$ cat config.mk
export PLATFORM = sky130hd
export DESIGN_NAME = image_stream_tx
export DESIGN_NICKNAME = d
export VERILOG_FILES = /design/src/rtl/image_pkg.sv /design/src/rtl/result_buf.sv /design/src/rtl/image_stream_tx.sv
export SDC_FILE = /design/constraint.sdc
export NUM_CORES = 1
export LEC_CHECK = 0
export ABC_AREA = 1
export BUFFER_PORTS_ARGS = -buffer_cell sky130_fd_sc_hd__buf_4
export CORE_MARGIN = 4
export CORE_UTILIZATION = 45
export DETAILED_ROUTE_END_ITERATION = 10
export HOLD_SLACK_MARGIN = 0.12
export SLEW_MARGIN = 25
export SYNTH_ARGS = -nofsm -noshare
export SYNTH_HDL_FRONTEND = slang
export SYNTH_SLANG_ARGS = --single-unit
$ cat constraint.sdc
create_clock -name clk -period 5 [get_ports clk]
set_input_delay 0.75 -clock clk [delete_from_list [all_inputs] [get_ports clk]]
set_output_delay 0.75 -clock clk [all_outputs]
set_load 0.05 [all_outputs]
$ cat src/rtl/image_pkg.sv
// image_pkg -- definitions shared by the image transmitter and the sink model.
//   Holds the field widths, the transmitter state encoding, the colour codes
//   reported by the sink and the default image geometry.
package image_pkg;

   localparam int PIX_PER_IMG_DEF = 16384;
   localparam int N_IMG_DEF       = 32;
   localparam int TIMEOUT_DEF     = 1048575;

   localparam int IMG_W   = 5;
   localparam int PIX_W   = 14;
   localparam int WAIT_W  = 20;
   localparam int PIXEL_W = 24;
   localparam int ADDR_W  = IMG_W + PIX_W;
   localparam int RES_W   = 2 + IMG_W;

   typedef enum logic [2:0] {
      ST_IDLE,
      ST_PRIME,
      ST_STREAM,
      ST_WAIT_HI,
      ST_WAIT_LO,
      ST_COLLECT,
      ST_DONE
   } tx_state_t;

   typedef enum logic [1:0] {
      COL_R = 2'd0,
      COL_G = 2'd1,
      COL_B = 2'd2
   } color_t;

   // Result entry layout: {colour, image index}.
   function automatic logic [RES_W-1:0] pack_result(input logic [1:0] color,
                                                    input logic [IMG_W-1:0] img);
      return {color, img};
   endfunction

endpackage

$ cat src/rtl/result_buf.sv
// result_buf -- 32 x 7 result store for the image transmitter.
//   clk      : write clock
//   wr_en    : write strobe, wr_data stored at wr_addr on the rising edge
//   wr_addr  : write entry
//   wr_data  : {colour, image index}
//   rd_addr  : read entry
//   rd_data  : combinational read of entry rd_addr
// No reset: contents are meaningless until the first collection phase.
module result_buf
   import image_pkg::*;
(
   input  logic             clk,
   input  logic             wr_en,
   input  logic [IMG_W-1:0] wr_addr,
   input  logic [RES_W-1:0] wr_data,
   input  logic [IMG_W-1:0] rd_addr,
   output logic [RES_W-1:0] rd_data
);

   logic [RES_W-1:0] mem_q [2**IMG_W];

   always_ff @(posedge clk) begin
      if (wr_en) begin
         mem_q[wr_addr] <= wr_data;
      end
   end

   assign rd_data = mem_q[rd_addr];

endmodule

$ cat src/rtl/image_stream_tx.sv
// image_stream_tx -- streams N_IMG images of PIX_PER_IMG pixels from a pixel
// memory to a colour-classifying sink, then collects one result per image.
//   clk, reset        : clock, asynchronous active-low reset
//   start             : run request (IDLE only)
//   mem_rd, mem_addr  : pixel memory read, address {image, pixel}
//   mem_data          : pixel data, one cycle after mem_rd
//   image_in_index    : image being streamed
//   pixel_in          : streamed pixel, qualified by pixel_valid
//   busy              : sink busy
//   out_valid, color_index, image_out_index : sink result
//   res_addr, res_data: result buffer read port
//   done              : one-cycle end-of-run pulse
//   proto_err         : sticky sink protocol error, cleared by start
//
// state      | meaning
// -----------+---------------------------------------------------------
// ST_IDLE    | waiting for start
// ST_PRIME   | read of pixel 0 of the current image
// ST_STREAM  | reads continue; pixels presented two cycles after address
// ST_WAIT_HI | image sent, waiting for the sink to raise busy
// ST_WAIT_LO | waiting for the sink to drop busy before the next image
// ST_COLLECT | storing sink results until N_IMG have arrived
// ST_DONE    | done pulse, then back to idle
module image_stream_tx
   import image_pkg::*;
#(
   parameter int PIX_PER_IMG = PIX_PER_IMG_DEF,
   parameter int N_IMG       = N_IMG_DEF,
   parameter int TIMEOUT     = TIMEOUT_DEF
) (
   input  logic               clk,
   input  logic               reset,
   input  logic               start,
   output logic               mem_rd,
   output logic [ADDR_W-1:0]  mem_addr,
   input  logic [PIXEL_W-1:0] mem_data,
   output logic [IMG_W-1:0]   image_in_index,
   output logic [PIXEL_W-1:0] pixel_in,
   output logic               pixel_valid,
   input  logic               busy,
   input  logic               out_valid,
   input  logic [1:0]         color_index,
   input  logic [IMG_W-1:0]   image_out_index,
   input  logic [IMG_W-1:0]   res_addr,
   output logic [RES_W-1:0]   res_data,
   output logic               done,
   output logic               proto_err
);

   localparam logic [PIX_W-1:0]  PIX_LAST  = PIX_W'(PIX_PER_IMG - 1);
   localparam logic [IMG_W-1:0]  IMG_LAST  = IMG_W'(N_IMG - 1);
   localparam logic [IMG_W:0]    CNT_END   = (IMG_W + 1)'(N_IMG);
   localparam logic [WAIT_W-1:0] WAIT_LAST = WAIT_W'(TIMEOUT - 1);

   tx_state_t           state_q, state_d;
   logic [IMG_W-1:0]    img_q, img_d;
   logic [PIX_W-1:0]    pix_q, pix_d;
   logic [IMG_W:0]      cnt_q, cnt_d;
   logic [WAIT_W-1:0]   wait_q, wait_d;
   logic                mem_rd_q, mem_rd_d;
   logic                rd_d1_q, rd_d1_d;
   logic                pix_valid_q, pix_valid_d;
   logic [PIXEL_W-1:0]  pixel_in_q, pixel_in_d;
   logic                proto_err_q, proto_err_d;
   logic                done_q, done_d;

   logic                res_we;
   logic [IMG_W:0]      cnt_inc;
   logic [WAIT_W-1:0]   wait_inc;
   logic                wait_expired;

   assign cnt_inc      = cnt_q + (IMG_W + 1)'(1);
   assign wait_inc     = (wait_q == '1) ? wait_q : wait_q + WAIT_W'(1);
   assign wait_expired = (wait_q == WAIT_LAST);

   always_comb begin
      state_d     = state_q;
      img_d       = img_q;
      pix_d       = pix_q;
      cnt_d       = cnt_q;
      wait_d      = wait_q;
      mem_rd_d    = 1'b0;
      rd_d1_d     = mem_rd_q;
      pix_valid_d = rd_d1_q;
      pixel_in_d  = rd_d1_q ? mem_data : pixel_in_q;
      proto_err_d = proto_err_q;
      res_we      = 1'b0;

      case (state_q)
         ST_IDLE: begin
            if (start) begin
               state_d     = ST_PRIME;
               img_d       = '0;
               pix_d       = '0;
               cnt_d       = '0;
               proto_err_d = 1'b0;
               mem_rd_d    = 1'b1;
            end
         end

         ST_PRIME, ST_STREAM: begin
            if (mem_rd_q && (pix_q != PIX_LAST)) begin
               mem_rd_d = 1'b1;
               pix_d    = pix_q + PIX_W'(1);
            end
            if (state_q == ST_PRIME) begin
               state_d = ST_STREAM;
            end else begin
               if (busy) begin
                  proto_err_d = 1'b1;
               end
               // Last pixel is on the output and nothing is left in flight.
               if (pix_valid_q && !rd_d1_q) begin
                  state_d = ST_WAIT_HI;
                  wait_d  = '0;
               end
            end
         end

         ST_WAIT_HI: begin
            if (busy) begin
               state_d = (img_q == IMG_LAST) ? ST_COLLECT : ST_WAIT_LO;
               cnt_d   = '0;
               wait_d  = '0;
            end else if (wait_expired) begin
               state_d     = ST_DONE;
               proto_err_d = 1'b1;
            end else begin
               wait_d = wait_inc;
            end
         end

         ST_WAIT_LO: begin
            if (!busy) begin
               state_d  = ST_PRIME;
               img_d    = img_q + IMG_W'(1);
               pix_d    = '0;
               mem_rd_d = 1'b1;
            end else if (wait_expired) begin
               state_d     = ST_DONE;
               proto_err_d = 1'b1;
            end else begin
               wait_d = wait_inc;
            end
         end

         ST_COLLECT: begin
            if (out_valid) begin
               res_we = 1'b1;
               cnt_d  = cnt_inc;
               if (cnt_inc == CNT_END) begin
                  state_d = ST_DONE;
               end
            end
         end

         ST_DONE: begin
            state_d = ST_IDLE;
         end

         default: begin
            state_d = ST_IDLE;
         end
      endcase

      done_d = (state_d == ST_DONE);
   end

   always_ff @(posedge clk or negedge reset) begin
      if (!reset) begin
         state_q     <= ST_IDLE;
         img_q       <= '0;
         pix_q       <= '0;
         cnt_q       <= '0;
         wait_q      <= '0;
         mem_rd_q    <= 1'b0;
         rd_d1_q     <= 1'b0;
         pix_valid_q <= 1'b0;
         pixel_in_q  <= '0;
         proto_err_q <= 1'b0;
         done_q      <= 1'b0;
      end else begin
         state_q     <= state_d;
         img_q       <= img_d;
         pix_q       <= pix_d;
         cnt_q       <= cnt_d;
         wait_q      <= wait_d;
         mem_rd_q    <= mem_rd_d;
         rd_d1_q     <= rd_d1_d;
         pix_valid_q <= pix_valid_d;
         pixel_in_q  <= pixel_in_d;
         proto_err_q <= proto_err_d;
         done_q      <= done_d;
      end
   end

   result_buf u_result_buf (
      .clk     (clk),
      .wr_en   (res_we),
      .wr_addr (cnt_q[IMG_W-1:0]),
      .wr_data (pack_result(color_index, image_out_index)),
      .rd_addr (res_addr),
      .rd_data (res_data)
   );

   assign mem_rd         = mem_rd_q;
   assign mem_addr       = {img_q, pix_q};
   assign image_in_index = img_q;
   assign pixel_in       = pixel_in_q;
   assign pixel_valid    = pix_valid_q;
   assign done           = done_q;
   assign proto_err      = proto_err_q;

endmodule

---- Word level (Yosys, flattened, before mapping) ----
Memory sizes are Yosys's and may differ from the RTL's.
Cells that the tools add are included.
word-level totals
  memory bits (writable) .................. 224
  bits of input ports ..................... 41
  output and inout port bits .............. 59
  flip-flop bits (word level) ............. 77
  memories ................................ 1
  word-level logic and storage cells ...... 95
operators by class
  multiplexer cells ....................... 43
  add/sub/neg operators ................... 4
  reductions and logical operators ........ 15
  equal/unequal tests ..................... 21
memories
  memory              words  bits a word  read ports  clocked after Yosys merged registers in  write ports  line              text
  u_result_buf.mem_q  32     7            1           0                                        1            result_buf.sv:20  logic [RES_W-1:0] mem_q [2**IMG_W];
operators by type and width
  operator                                                                count
  20-bit two-way mux                                                      6
  20-bit case mux with 3 select lines                                     1
  14-bit two-way mux                                                      3
  14-bit case mux with 3 select lines                                     1
  20-bit equality test (second input constant)                            2
  3-bit two-way mux                                                       8
  20-bit by 1-bit adder with 20-bit output (second input constant)        1
  2-bit != test (second input constant)                                   10
  6-bit two-way mux                                                       3
  6-bit case mux with 3 select lines                                      1
  3-bit case mux with 5 select lines                                      1
  14-bit by 1-bit adder with 14-bit output (second input constant)        1
  1-bit two-way mux                                                       14
  14-bit != test (second input constant)                                  1
  4-bit AND reduction                                                     3
  5-bit two-way mux                                                       2
  5-bit case mux with 2 select lines                                      1
  3-bit equality test (second input constant)                             3
  3-bit nonzero test                                                      3
  6-bit by 1-bit adder with 6-bit output (second input constant)          1
  3-bit by 2-bit equality test with 1-bit output (second input constant)  2
  6-bit equality test (second input constant)                             1
  6-bit AND reduction                                                     1
  5-bit by 1-bit adder with 5-bit output (second input constant)          1
  11 further kinds                                                        12

---- Depth between registers and ports, before layout ----
  depth in word-level cells ............... 6
  mapped depth ............................ 12
  mapped depth without buffers ............ 11

---- Hierarchy ----
Synthesis repeated with hierarchy kept, for this count alone.
second synthesis, totals
  cell total of the unflattened synthesis .. 1356
  area total of the unflattened synthesis .. 13680.6 um2
by module, submodules not included
  module           cells each  sequential area each (um2)  times used  area an instance (um2)
  result_buf       806         6726.5                      1           9276.4
  image_stream_tx  550         1926.8                      1           4404.2

---- Worst setup path after synthesis ----
No wires, ideal clock.
  kind .................................... in2out
  from .................................... input port res_addr[0]
  to ...................................... output port res_data[4]
  data required time ...................... 4.250 ns
  path buffers ............................ 3
  cell stages on the path ................. 10
  arrival time ............................ 2.051 ns
  slack ................................... 2.199 ns
  path through ............................ buf_2 > inv_2 > buf_2 > buf_2 > nor2_1 > o221ai_1 > nand3_1 > nand2_1 > nand2_1 > nand2_1
between the ends
  word-level cells in the longest chain between the ends .. 1
RTL lines
  item                line                   text
  start: declaration  image_stream_tx.sv:44  input logic [IMG_W-1:0] res_addr,
  memory 32 x 7 bit   -
  end: declaration    image_stream_tx.sv:45  output logic [RES_W-1:0] res_data,
Every way passes these cells.

---- Worst setup path in the final report ----
  from .................................... input port res_addr[0]
  to ...................................... output port res_data[5]
The elaborated chain is that of the path after synthesis.

==> results.yml <==
run_status:
  status: "finished clean"
worst_setup_path:
  start_kind: "primary input"
  path_depth: 9
  max_stage_delay_ns: 0.51
  end_kind: "primary output"
  worstPathMaxFanout: 66
  rrSetupSlack_ns: 2.42
  worst_r2r_path_depth: 5
  crit_type: "primary input to primary output"
  path_buf_inv: 3
  crit_chain: "buf_4 -> buf_4 -> o21ai_0 -> o221ai_1 -> nand3_1 -> nand2_1 -> nand2_1 -> nand2_1 -> buf_4"
  cp.arrival_ns: 2.87
  rr_endpoint: "u_result_buf.mem_q[13][6]"
  crit_slowest_cell: "buf_4"
  crit_family: "buffers and inverters"
  crit_required_ns: 4.25
  r2r_start: "state_q[1]"
clock_network:
  ctsHoldBuffers: 0
  htreeDepth: 2
  path_clk_slew_ns: 0.06
  insertion_delay_ns: 0.51
  ctsResizeCount: 0
  cts.path.max_buffers: 3
  clock_sinks: 301
  cts_made_buffers: 34
  cts_tree: "yes"
  cts_setup_buffers: 0
  clockRootBuffer: "clkbuf_16"
logic_synthesis:
  synthDistinctLibCells: 43
  yosys_most_used_dff: "edfxtp_1"
  yosysMostFrequentCell: "edfxtp_1"
  synth_seq_area_share_pct: 64.8
  synth_edf_count: 224
  ys_async_sr_fraction_pct: 25.6
  synth_largest_area_cell: "edfxtp_1"
  yosys.area.top_type_share_pct: 50.3
  syn-num-nets: 1242
  ys_ff_latch: 301
  synth_commonest_cells: "224 x edfxtp_1, 190 x nor2_1, 184 x nand2_1"
  ys_warn_count: 0
  syn_inst: 1191
  synth_area_leaders: "edfxtp_1 50%, dfrtp_1 14%, nor2_1 5.3%, nand2_1 5.2%, o221ai_1 3.7%"
  synth_area_per_cell_um2: 11.2
  syn_area_um2: 13400
route:
  wl_per_cell_um: 19.0
  route.met3.wl_um: 1900
  via_count: 9226
  drtAntennaViolNets: 0
  route.detailed.drc: 0
  maxUsedRoutingLayer: "met4"
  drtIter0Drc: 522
  totalWireLength_um: 32000
  via_per_inst: 5.49
  first_pass_iters: 5
  met2_wirelength_um: 14700
  routedLengthMet1_um: 14400
floorplan:
  core_um2: 29000
  top_level_ports: 100
  die_y_um: 180
  start_util_pct: 46.1
  dieWidth_um: 180
  die_area_um2: 32500
  row_count: 62
global_route:
  antenna_found_initial: 0
  grt_pass1_wl_um: 50200
  grt_max_degree: 78
  grt_pass1_vias: 8850
  grt_usage_pct: 19.2
  gr-total-overflow: 0
min_path:
  hp-class: "primary input to asynchronous set/reset pin"
place:
  hpwlAfterDp_um: 20600
  gp_congestion: 0.822
  portBuffers: 99
pwr:
  swShare_pct: 33.1
  peakVddDrop_mv: 0.392
  p_clk_share_pct: 33.1
  p_seq_share_pct: 42.3
  p_switching_uw: 2360
  power.density_nw_per_um2: 462
  p_leak_uw: 0.00588
  finalPower_uw: 7120
  p_int_uw: 4760
  comb_power_share_pct: 24.6
sta:
  period_minus_slack_ns: 3.62
  slew_violations: 0
  relSlewSlack_pct: 40.7
  grt_setup_unrepaired: "false"
  hold_slack_ns: 0.284
  worst_slew_pin_slew_ns: 0.887
  min_period_over_period_pct: 72.4
  setup_viol: 0
  setup_tns_ns: 0
  final.setup_skew_ns: 0.0138
  max_freq_ghz: 0.276
  hold_viol_final: 0
layout:
  drive_gt1_share_pct: 17.0
  fill_cells: 2534
  syn2layout_area_growth_pct: 15.4
  multi_input_area_um2: 4210
  regArea_um2: 8650
  nets: 1324
  diodes: 0
flow_run:
  maxCapViolCount: 0
flip-flops by register name (all words and copies together) (netlist names):
register and flops:
u_result_buf.mem_q 224, pixel_in 24, wait_q 20, pix_q 14
cnt_q 6, image_in_index 5, state_q 3, done 1
mem_rd 1, pix_valid_d 1, pixel_valid 1, proto_err 1
metal layers:
| layer | vias up | GRT usage, % |
|---|---|---|
| li1 | 4393 | - |
| met1 | 4488 | 27.2 |
| met2 | 285 | 30.5 |
| met3 | 60 | 3.19 |
| met4 | 0 | 6.38 |
| met5 | - | 0 |
worst reg2reg max path, cell delays in order, from the launching register on:
cell and delay, ns:
dfrtp_1 0.44, inv_1 0.11, nand4_1 0.22, inv_1 0.27
nand2_1 0.36, nor2_1 0.80
stage by stage:
step	area [um2]	std cells	util [%]	setup WS, ns
floorplan	13400	1191	-	2.20
global placement	14400	1621	49.5	1.44
detailed placement	14400	1621	49.5	1.42
CTS	15400	1681	53.1	1.42
global route	15400	1681	53.1	1.14
finish	15400	1681	53.1	1.38
power groups by stage:
stage / Sequential, uW / Combinational (uW) / Clock [uW]
after floorplan: 3480 / 856 / 0
after global placement: 3060 / 1760 / 0
after detailed placement: 3070 / 1770 / 0
after CTS: 3020 / 1770 / 2410
after global routing: 3050 / 1890 / 2510
final: 3020 / 1750 / 2360
layout by cell type (no fill, tap or decap), types with 2 or more instances in the layout:
master	instances
xor2_1	12
nand2_4	2
o21ai_1	18
nor2_2	6
nand4_1	13
dfrtp_1	76
o221ai_1	56
nand3_4	2
nand2_2	7
edfxtp_1	224
xnor2_1	3
nor4_1	2
nand3_2	2
or2_2	2
clkinv_1	4
nor2_4	7
clkbuf_1	6
o21bai_1	59
o21ai_0	65
buf_4	104
clkinv_2	8
inv_1	48
inv_2	8
clkbuf_8	5
nand2_1	184
nand3_1	78
nand3b_1	2
inv_6	2
nor2_1	190
ha_1	10
nor3_1	7
mux2_2	24
o211ai_1	3
a21oi_1	9
clkbuf_16	34
cell type report:
cell class | instances | area share (%)
Clock buffer | 45 | 6.11
Clock inverter | 15 | 0.795
Inverter | 59 | 1.44
Multi-Input combinational cell | 772 | 27.3
Sequential cell | 301 | 56.1
Tap cell | 384 | 3.12
Timing Repair Buffer | 105 | 5.14
worst max path at each step:
stage,end,start,slack [ns]
2_1_floorplan,res_data[4],res_addr[0],2.20
5_1_grt,res_data[5],res_addr[0],1.14
3_5_place_dp,res_data[6],res_addr[0],1.42
6_report,res_data[5],res_addr[0],1.38
4_1_cts,res_data[5],res_addr[0],1.42
3_3_place_gp,res_data[5],res_addr[0],1.44
kinds of logic (layout without fill, tap and decap cells):
logic type / count (synthesis) / after routing / share of synthesized area (%)
xor+xnor: 15 / 15 / 0.983
fa+ha+maj: 10 / 10 / 0.936
simple gates: 506 / 506 / 16.5
flops: 301 / 301 / 64.8
buf+inv: 118 / 224 / 3.76
compound gates: 216 / 216 / 11.0
mux: 25 / 25 / 2.10
Power figures use the tool's default switching activity.
